`src/rtl/conv_window_gen_if.sv`:
```
// conv_window_gen_if: pixel-in / window-out stream bundle of conv_window_gen.
// The window generator sits on the slave side. The master side is the
// upstream pixel source plus the downstream PE ready.
interface conv_window_gen_if #(
    parameter int pDATA_WIDTH  = 8,
    parameter int pIN_CHANNEL  = 1,
    parameter int pKERNEL_SIZE = 3
);
    localparam int PIX_W = pDATA_WIDTH * pIN_CHANNEL;
    localparam int WIN_W = PIX_W * pKERNEL_SIZE * pKERNEL_SIZE;

    logic             in_valid;
    logic             in_ready;
    logic [PIX_W-1:0] data_in;
    logic             out_valid;
    logic             out_ready;
    logic [WIN_W-1:0] data_out;
    logic             out_last;

    modport slave (
        input  in_valid, data_in, out_ready,
        output in_ready, out_valid, data_out, out_last
    );

    modport master (
        output in_valid, data_in, out_ready,
        input  in_ready, out_valid, data_out, out_last
    );
endinterface

```
`src/rtl/conv_window_gen.sv`:
```
// conv_window_gen: streaming KxK sliding-window generator feeding the conv MAC PE.
// It walks a virtual zero-padded frame in raster order. It keeps K-1 padded
// lines and a KxK window register, and emits each complete window as one flat
// word. In that word, tap ky*K+kx sits at bits [tap*PIX_W +: PIX_W], with the
// top-left tap in the LSBs.
// Build option: `define CONV_WINDOW_GEN_PAD_EN compiles the zero-padding logic.
// When it is not defined, pPADDING is ignored and the frame is unpadded.
module conv_window_gen #(
    parameter int pDATA_WIDTH   = 8,
    parameter int pIN_CHANNEL   = 1,
    parameter int pINPUT_WIDTH  = 28,
    parameter int pINPUT_HEIGHT = 28,
    parameter int pKERNEL_SIZE  = 3,
    parameter int pPADDING      = 1
) (
    input  logic             clk,
    input  logic             rst,
    conv_window_gen_if.slave bus
);
    localparam int PIX_W = pDATA_WIDTH * pIN_CHANNEL;
    localparam int K     = pKERNEL_SIZE;
    localparam int WIN_W = PIX_W * K * K;
`ifdef CONV_WINDOW_GEN_PAD_EN
    localparam int PAD   = pPADDING;
`else
    // Padding parameter kept for drop-in compatibility but forced off.
    localparam int PAD   = 0 * pPADDING;
`endif
    localparam int PW    = pINPUT_WIDTH + 2 * PAD;
    localparam int PH    = pINPUT_HEIGHT + 2 * PAD;
    localparam int CW    = (PW > 1) ? $clog2(PW) : 1;
    localparam int RW    = (PH > 1) ? $clog2(PH) : 1;

    logic [CW-1:0]    vcol;
    logic [RW-1:0]    vrow;
    logic [PIX_W-1:0] line_mem [K-1][PW];
    logic [PIX_W-1:0] win      [K][K];
    logic [PIX_W-1:0] win_nxt  [K][K];
    logic [WIN_W-1:0] win_flat;
    logic [PIX_W-1:0] sample;
    logic             pad;
    logic             can_adv;
    logic             adv;
    logic             win_done;
    logic             at_col_end;
    logic             at_row_end;
    logic             out_valid_q;
    logic             out_last_q;
    logic [WIN_W-1:0] data_out_q;

    // Pad detection and sample selection at the current virtual position.
`ifdef CONV_WINDOW_GEN_PAD_EN
    assign pad = (int'(vrow) < PAD) || (int'(vrow) >= PAD + pINPUT_HEIGHT) ||
                 (int'(vcol) < PAD) || (int'(vcol) >= PAD + pINPUT_WIDTH);
    assign sample = pad ? '0 : bus.data_in;
`else
    assign pad    = 1'b0;
    assign sample = bus.data_in;
`endif

    // Flow control: a pending window blocks everything until it is taken.
    // Pad positions advance without consuming input.
    assign can_adv    = !out_valid_q || bus.out_ready;
    assign adv        = can_adv && (pad || bus.in_valid);
    assign at_col_end = (vcol == CW'(PW - 1));
    assign at_row_end = (vrow == RW'(PH - 1));
    assign win_done   = (vrow >= RW'(K - 1)) && (vcol >= CW'(K - 1));

    assign bus.in_ready  = can_adv && !pad;
    assign bus.out_valid = out_valid_q;
    assign bus.out_last  = out_last_q;
    assign bus.data_out  = data_out_q;

    // Next window: shift left one column. The new right column holds the
    // stored rows (oldest on top) with the fresh sample at the bottom.
    always_comb begin
        // NOTE: combinational blocks use blocking '=' and assign a full default
        // first, so no path leaves a value held and no latch is inferred.
        win_nxt = win;
        for (int ky = 0; ky < K; ky++) begin
            for (int kx = 0; kx < K - 1; kx++) begin
                win_nxt[ky][kx] = win[ky][kx + 1];
            end
        end
        for (int ky = 0; ky < K - 1; ky++) begin
            win_nxt[ky][K - 1] = line_mem[ky][vcol];
        end
        win_nxt[K - 1][K - 1] = sample;
    end

    // Flatten the next window into the PE word layout.
    always_comb begin
        win_flat = '0;
        for (int ky = 0; ky < K; ky++) begin
            for (int kx = 0; kx < K; kx++) begin
                win_flat[(ky * K + kx) * PIX_W +: PIX_W] = win_nxt[ky][kx];
            end
        end
    end

    // Line memories: rotate column vcol up by one row and store the new
    // sample as the newest row.
    // NOTE: line memories have no reset. Every tap is rewritten before it is
    // emitted, so clearing them would only cost reset fan-out.
    always_ff @(posedge clk) begin
        if (adv) begin
            for (int r = 0; r < K - 2; r++) begin
                line_mem[r][vcol] <= line_mem[r + 1][vcol];
            end
            line_mem[K - 2][vcol] <= sample;
        end
    end

    // Raster position counters and the window register.
    always_ff @(posedge clk or negedge rst) begin
        if (!rst) begin
            vcol <= '0;
            vrow <= '0;
            win  <= '{default: '0};
        end else if (adv) begin
            win <= win_nxt;
            if (at_col_end) begin
                vcol <= '0;
                vrow <= at_row_end ? '0 : vrow + RW'(1);
            end else begin
                vcol <= vcol + CW'(1);
            end
        end
    end

    // Output stage: a completing advance loads the window and raises valid.
    // An accept without a completing advance clears valid.
    always_ff @(posedge clk or negedge rst) begin
        if (!rst) begin
            out_valid_q <= 1'b0;
            out_last_q  <= 1'b0;
            data_out_q  <= '0;
        end else if (adv) begin
            out_valid_q <= win_done;
            out_last_q  <= win_done && at_col_end && at_row_end;
            if (win_done) begin
                data_out_q <= win_flat;
            end
        end else if (bus.out_ready) begin
            out_valid_q <= 1'b0;
            out_last_q  <= 1'b0;
        end
    end
endmodule
```
`src/flat_wrapper.sv`:
```
// flat-port wrapper written by rule: the top's interface ports become plain ports
module conv_window_gen_flat 
#(
    parameter int pDATA_WIDTH   = 8,
    parameter int pIN_CHANNEL   = 1,
    parameter int pINPUT_WIDTH  = 28,
    parameter int pINPUT_HEIGHT = 28,
    parameter int pKERNEL_SIZE  = 3,
    parameter int pPADDING      = 1
)
  (clk, rst, bus_in_valid, bus_data_in, bus_out_ready, bus_in_ready, bus_out_valid, bus_data_out, bus_out_last);
  conv_window_gen_if #(.pDATA_WIDTH(pDATA_WIDTH), .pIN_CHANNEL(pIN_CHANNEL), .pKERNEL_SIZE(pKERNEL_SIZE)) bus_i ();
  input  logic clk;
  input  logic rst;
  input wire logic [$bits(bus_i.in_valid)-1:0] bus_in_valid;
  input wire logic [$bits(bus_i.data_in)-1:0] bus_data_in;
  input wire logic [$bits(bus_i.out_ready)-1:0] bus_out_ready;
  output wire logic [$bits(bus_i.in_ready)-1:0] bus_in_ready;
  output wire logic [$bits(bus_i.out_valid)-1:0] bus_out_valid;
  output wire logic [$bits(bus_i.data_out)-1:0] bus_data_out;
  output wire logic [$bits(bus_i.out_last)-1:0] bus_out_last;
  assign bus_i.in_valid = bus_in_valid;
  assign bus_i.data_in = bus_data_in;
  assign bus_i.out_ready = bus_out_ready;
  assign bus_in_ready = bus_i.in_ready;
  assign bus_out_valid = bus_i.out_valid;
  assign bus_data_out = bus_i.data_out;
  assign bus_out_last = bus_i.out_last;
  conv_window_gen #(.pDATA_WIDTH(pDATA_WIDTH), .pIN_CHANNEL(pIN_CHANNEL), .pINPUT_WIDTH(pINPUT_WIDTH), .pINPUT_HEIGHT(pINPUT_HEIGHT), .pKERNEL_SIZE(pKERNEL_SIZE), .pPADDING(pPADDING)) u_core (.clk(clk), .rst(rst), .bus(bus_i));
endmodule
```
`config.mk`:
```
export PLATFORM = sky130hd
export DESIGN_NAME = conv_window_gen_flat
export DESIGN_NICKNAME = d
export VERILOG_FILES = /design/src/rtl/conv_window_gen_if.sv /design/src/rtl/conv_window_gen.sv /design/src/flat_wrapper.sv
export SDC_FILE = /design/constraint.sdc
export NUM_CORES = 1
export LEC_CHECK = 0
export CAP_MARGIN = 5
export CORE_ASPECT_RATIO = 1.4
export CORE_MARGIN = 3
export CORE_UTILIZATION = 47
export CTS_BUF_LIST = sky130_fd_sc_hd__clkbuf_4 sky130_fd_sc_hd__clkbuf_8 sky130_fd_sc_hd__clkbuf_16
export DETAILED_ROUTE_END_ITERATION = 12
export REMOVE_ABC_BUFFERS = 1
export SLEW_MARGIN = 20
export SYNTH_ARGS = -nofsm -noshare
export SYNTH_HDL_FRONTEND = slang
export SYNTH_SLANG_ARGS = --single-unit
```
`constraint.sdc`:
```
create_clock -name clk -period 3.5 [get_ports clk]
set_input_delay 0.7 -clock clk [delete_from_list [all_inputs] [get_ports clk]]
set_output_delay 0.7 -clock clk [all_outputs]
set_load 0.02 [all_outputs]
```
==> impl_metrics.json <==
{
  "die_h_um": 265,
  "power_leakage_nw": 9.66,
  "drive_above_1_share_pct": 21.0,
  "cts_root_buf": "clkbuf_16",
  "crit_family": "multiplexers",
  "ctsResizeCount": 0,
  "preCtsSetupSlack_ns": 0.480,
  "drv_cap": 0,
  "min_path_type": "in2async",
  "place_congestion": 0.809,
  "clock_path_buffers": 3,
  "antenna_found_initial": 0,
  "dp_hpwl_um": 32900,
  "die_area_sq_um": 50600,
  "max-slew-margin-rel_pct": 43.5,
  "syn_area_sq_um": 22500,
  "critical_path_class": "reg2reg",
  "clk_latency_ns": 0.58,
  "groute.usage.overall_pct": 20.6,
  "finalCritPeriodShare_pct": 87.4,
  "finalWorstSetupSlack_ns": 0.440,
  "syn_to_final_growth_pct": 17.5,
  "path_cells": "buf_4, mux4_2, a32oi_1, nand3_2, mux2_2",
  "io_pins": 87,
  "synth.top_cell.area_share_pct": 59.8,
  "grt_pass1_wl_um": 78400,
  "drt_iter0_markers": 907,
  "yosys.area.top_type": "edfxtp_1",
  "cp_num_cells": 5,
  "grt_pass1_vias": 12400,
  "nets": 1464,
  "setup_viol": 0,
  "hold_slack_ns": 0.151,
  "avgRoutedWirePerCell_um": 24.3,
  "totalWireLength_um": 51300,
  "r2r_setup_slack_ns": 0.44,
  "fin_worst_skew_ns": 0.0146,
  "n_antenna_cell": 0,
  "ant_nets": 0,
  "r2r-end": "u_core.bus.data_out[42]",
  "rsz0062_at_grt": "false",
  "postSynthAreaPerCell_sq_um": 17.6,
  "synthArstFlopShare_pct": 22.8,
  "cts.clk_slew.worst_paths_ns": 0.06,
  "min_period_ns": 3.06,
  "end_kind": "flop",
  "synth_edf_count": 448,
  "fillers": 3616,
  "start_kind": "flop",
  "cts_tree": "yes",
  "worst_pin_slew_ns": 0.845,
  "hold_violations": 0,
  "worstPathMaxFanout": 39,
  "via_count": 11800,
  "htree_levels": 2,
  "timing.fmax_mhz": 327,
  "arrival_ns": 3.52,
  "peakVddDrop_mv": 0.713,
  "via_per_inst": 5.61,
  "path_buf_inv": 1,
  "synth_area_leaders": "edfxtp_1, dfrtp_1, mux2i_1",
  "grt_max_degree": 79,
  "synth_cell_types": 54,
  "cts_inserted_buffers": 52,
  "die-width_um": 191,
  "drc_errors": 0,
  "final_cell_mix": "edfxtp_1, mux2i_1, dfrtp_1, nand2_1, buf_4",
  "clock-sinks": 580,
  "grt_overflow": 0,
  "cts_setup_buffers": 0,
  "drt_pass1_iterations": 6,
  "final_common_cell": "edfxtp_1",
  "initial_core_util_pct": 47.7,
  "synth_flop_cell": "edfxtp_1",
  "seq_area_frac_synth_pct": 74.5,
  "status": "complete, no violations",
  "cellPowerDensity_nw_per_um2": 893,
  "slowest_delay_ns": 0.86,
  "numPortBuffers": 86,
  "crit_path_top_delay_cell": "dfrtp_4",
  "worst_r2r_path_depth": 5,
  "crit_required_ns": 3.96,
  "slew_violations": 0,
  "rr_startpoint": "u_core.vcol[0]",
  "cts_hold_buf": 0,
  "coreArea_sq_um": 47200,
  "ys_warn_count": 0,
  "synth_cells": 1278,
  "yosys_register_bits": 580,
  "num_rows": 94
}
-- layout make-up --
type	instances	area, sq um	share of cell area [%]
Clock buffer	62	1440	5.43
Clock inverter	35	402	1.52
Inverter	6	22.5	0.0852
Multi-Input combinational cell	626	5380	20.3
Sequential cell	580	16800	63.4
Tap cell	624	781	2.95
Timing Repair Buffer	180	1650	6.24
-- power breakdown --
group | internal, mW | total [mW] | switching [mW] | leakage (nW)
logic | 2.95 | 7.39 | 4.44 | 3.02
clock network | 3.59 | 6.04 | 2.46 | 0.902
registers | 9.49 | 10.2 | 0.684 | 5.74
-- worst reg2reg max path, stage by stage (launching register included) --
cell	delay (ns)
dfrtp_4	0.86
buf_4	0.36
mux4_2	0.53
a32oi_1	0.23
nand3_2	0.47
mux2_2	0.49
-- state kept, by name, summed over array words and instances, names as in the netlist --
register              cells
u_core.bus.out_valid      1
u_core.vrow               5
u_core.win               48
u_core.bus.data_out      72
u_core.line_mem         448
u_core.vcol               5
u_core.bus.out_last       1
-- stage by stage --
stage	cell area, sq um	power, mW	utilization [%]	setup TNS [ns]	instances
3_3_place_gp	24600	17.6	52.2	0	2016
5_1_grt	26400	24.7	56.0	0	2113
3_5_place_dp	24600	17.7	52.2	0	2016
4_1_cts	26400	23.8	56.1	0	2113
2_1_floorplan	22100	14.3	-	-2619.23	1212
6_report	26400	23.6	56.0	0	2113
-- per-layer routing --
metal  up-vias  routed length (um)  global-route usage (%)  share of wire, %
met1      6108               21600                    28.2                42
met5         -                   0                       0                 0
met4         0                1670                    6.81               3.3
met2       345               25500                    34.3                50
met3        93                2540                    3.00               5.0
li1       5302                   -                       -                 -
-- worst max-delay path by stage --
stage	start	endpoint	slack, ns
floorplan	u_core.vcol[1]	u_core.bus.data_out[40]	-5.81
global placement	u_core.vcol[0]	u_core.win[26]	0.53
detailed placement	u_core.vcol[0]	u_core.bus.data_out[42]	0.48
CTS	u_core.vcol[0]	u_core.bus.data_out[42]	0.46
global route	u_core.vcol[0]	u_core.win[26]	0.25
finish	u_core.vcol[0]	u_core.bus.data_out[42]	0.44
-- synth_stat cells, types with 2 or more instances --
library cell,number
a211oi_1,13
a21oi_1,7
a221oi_1,3
a22oi_1,33
a31oi_1,4
a32oi_1,4
and2_1,5
and3_1,2
buf_1,3
buf_12,2
buf_2,35
buf_6,3
clkbuf_1,19
clkbuf_2,3
dfrtp_1,132
edfxtp_1,448
ha_1,6
inv_1,5
mux2_1,8
mux2_2,83
mux2_4,2
mux2i_1,131
mux4_1,3
mux4_2,42
nand2_1,121
nand2b_1,6
nand3_1,30
nand3b_1,3
nand4_1,5
nand4b_1,4
nand4bb_1,3
nor2_1,35
nor2b_1,9
nor3_1,4
o211ai_1,3
o21ai_0,8
o22ai_1,28
o32ai_1,3
or3_1,2
or4_1,2
or4b_2,2
xor2_1,2
-- logic make-up (layout without fill, tap and decap cells) --
logic type                 after synthesis  count (layout)  synth area share (%)
AOI/OAI and AO/OA                      108             108                  3.33
and+or+nand+nor                        241             241                  5.05
buffers and inverters                   72             283                  1.67
DFF                                    580             580                  74.5
xor gates and xnor gates                 2               2                0.0779
muxes                                  269             269                  15.1
adders and majority gates                6               6                 0.334
Power figures use the tool's default switching activity.
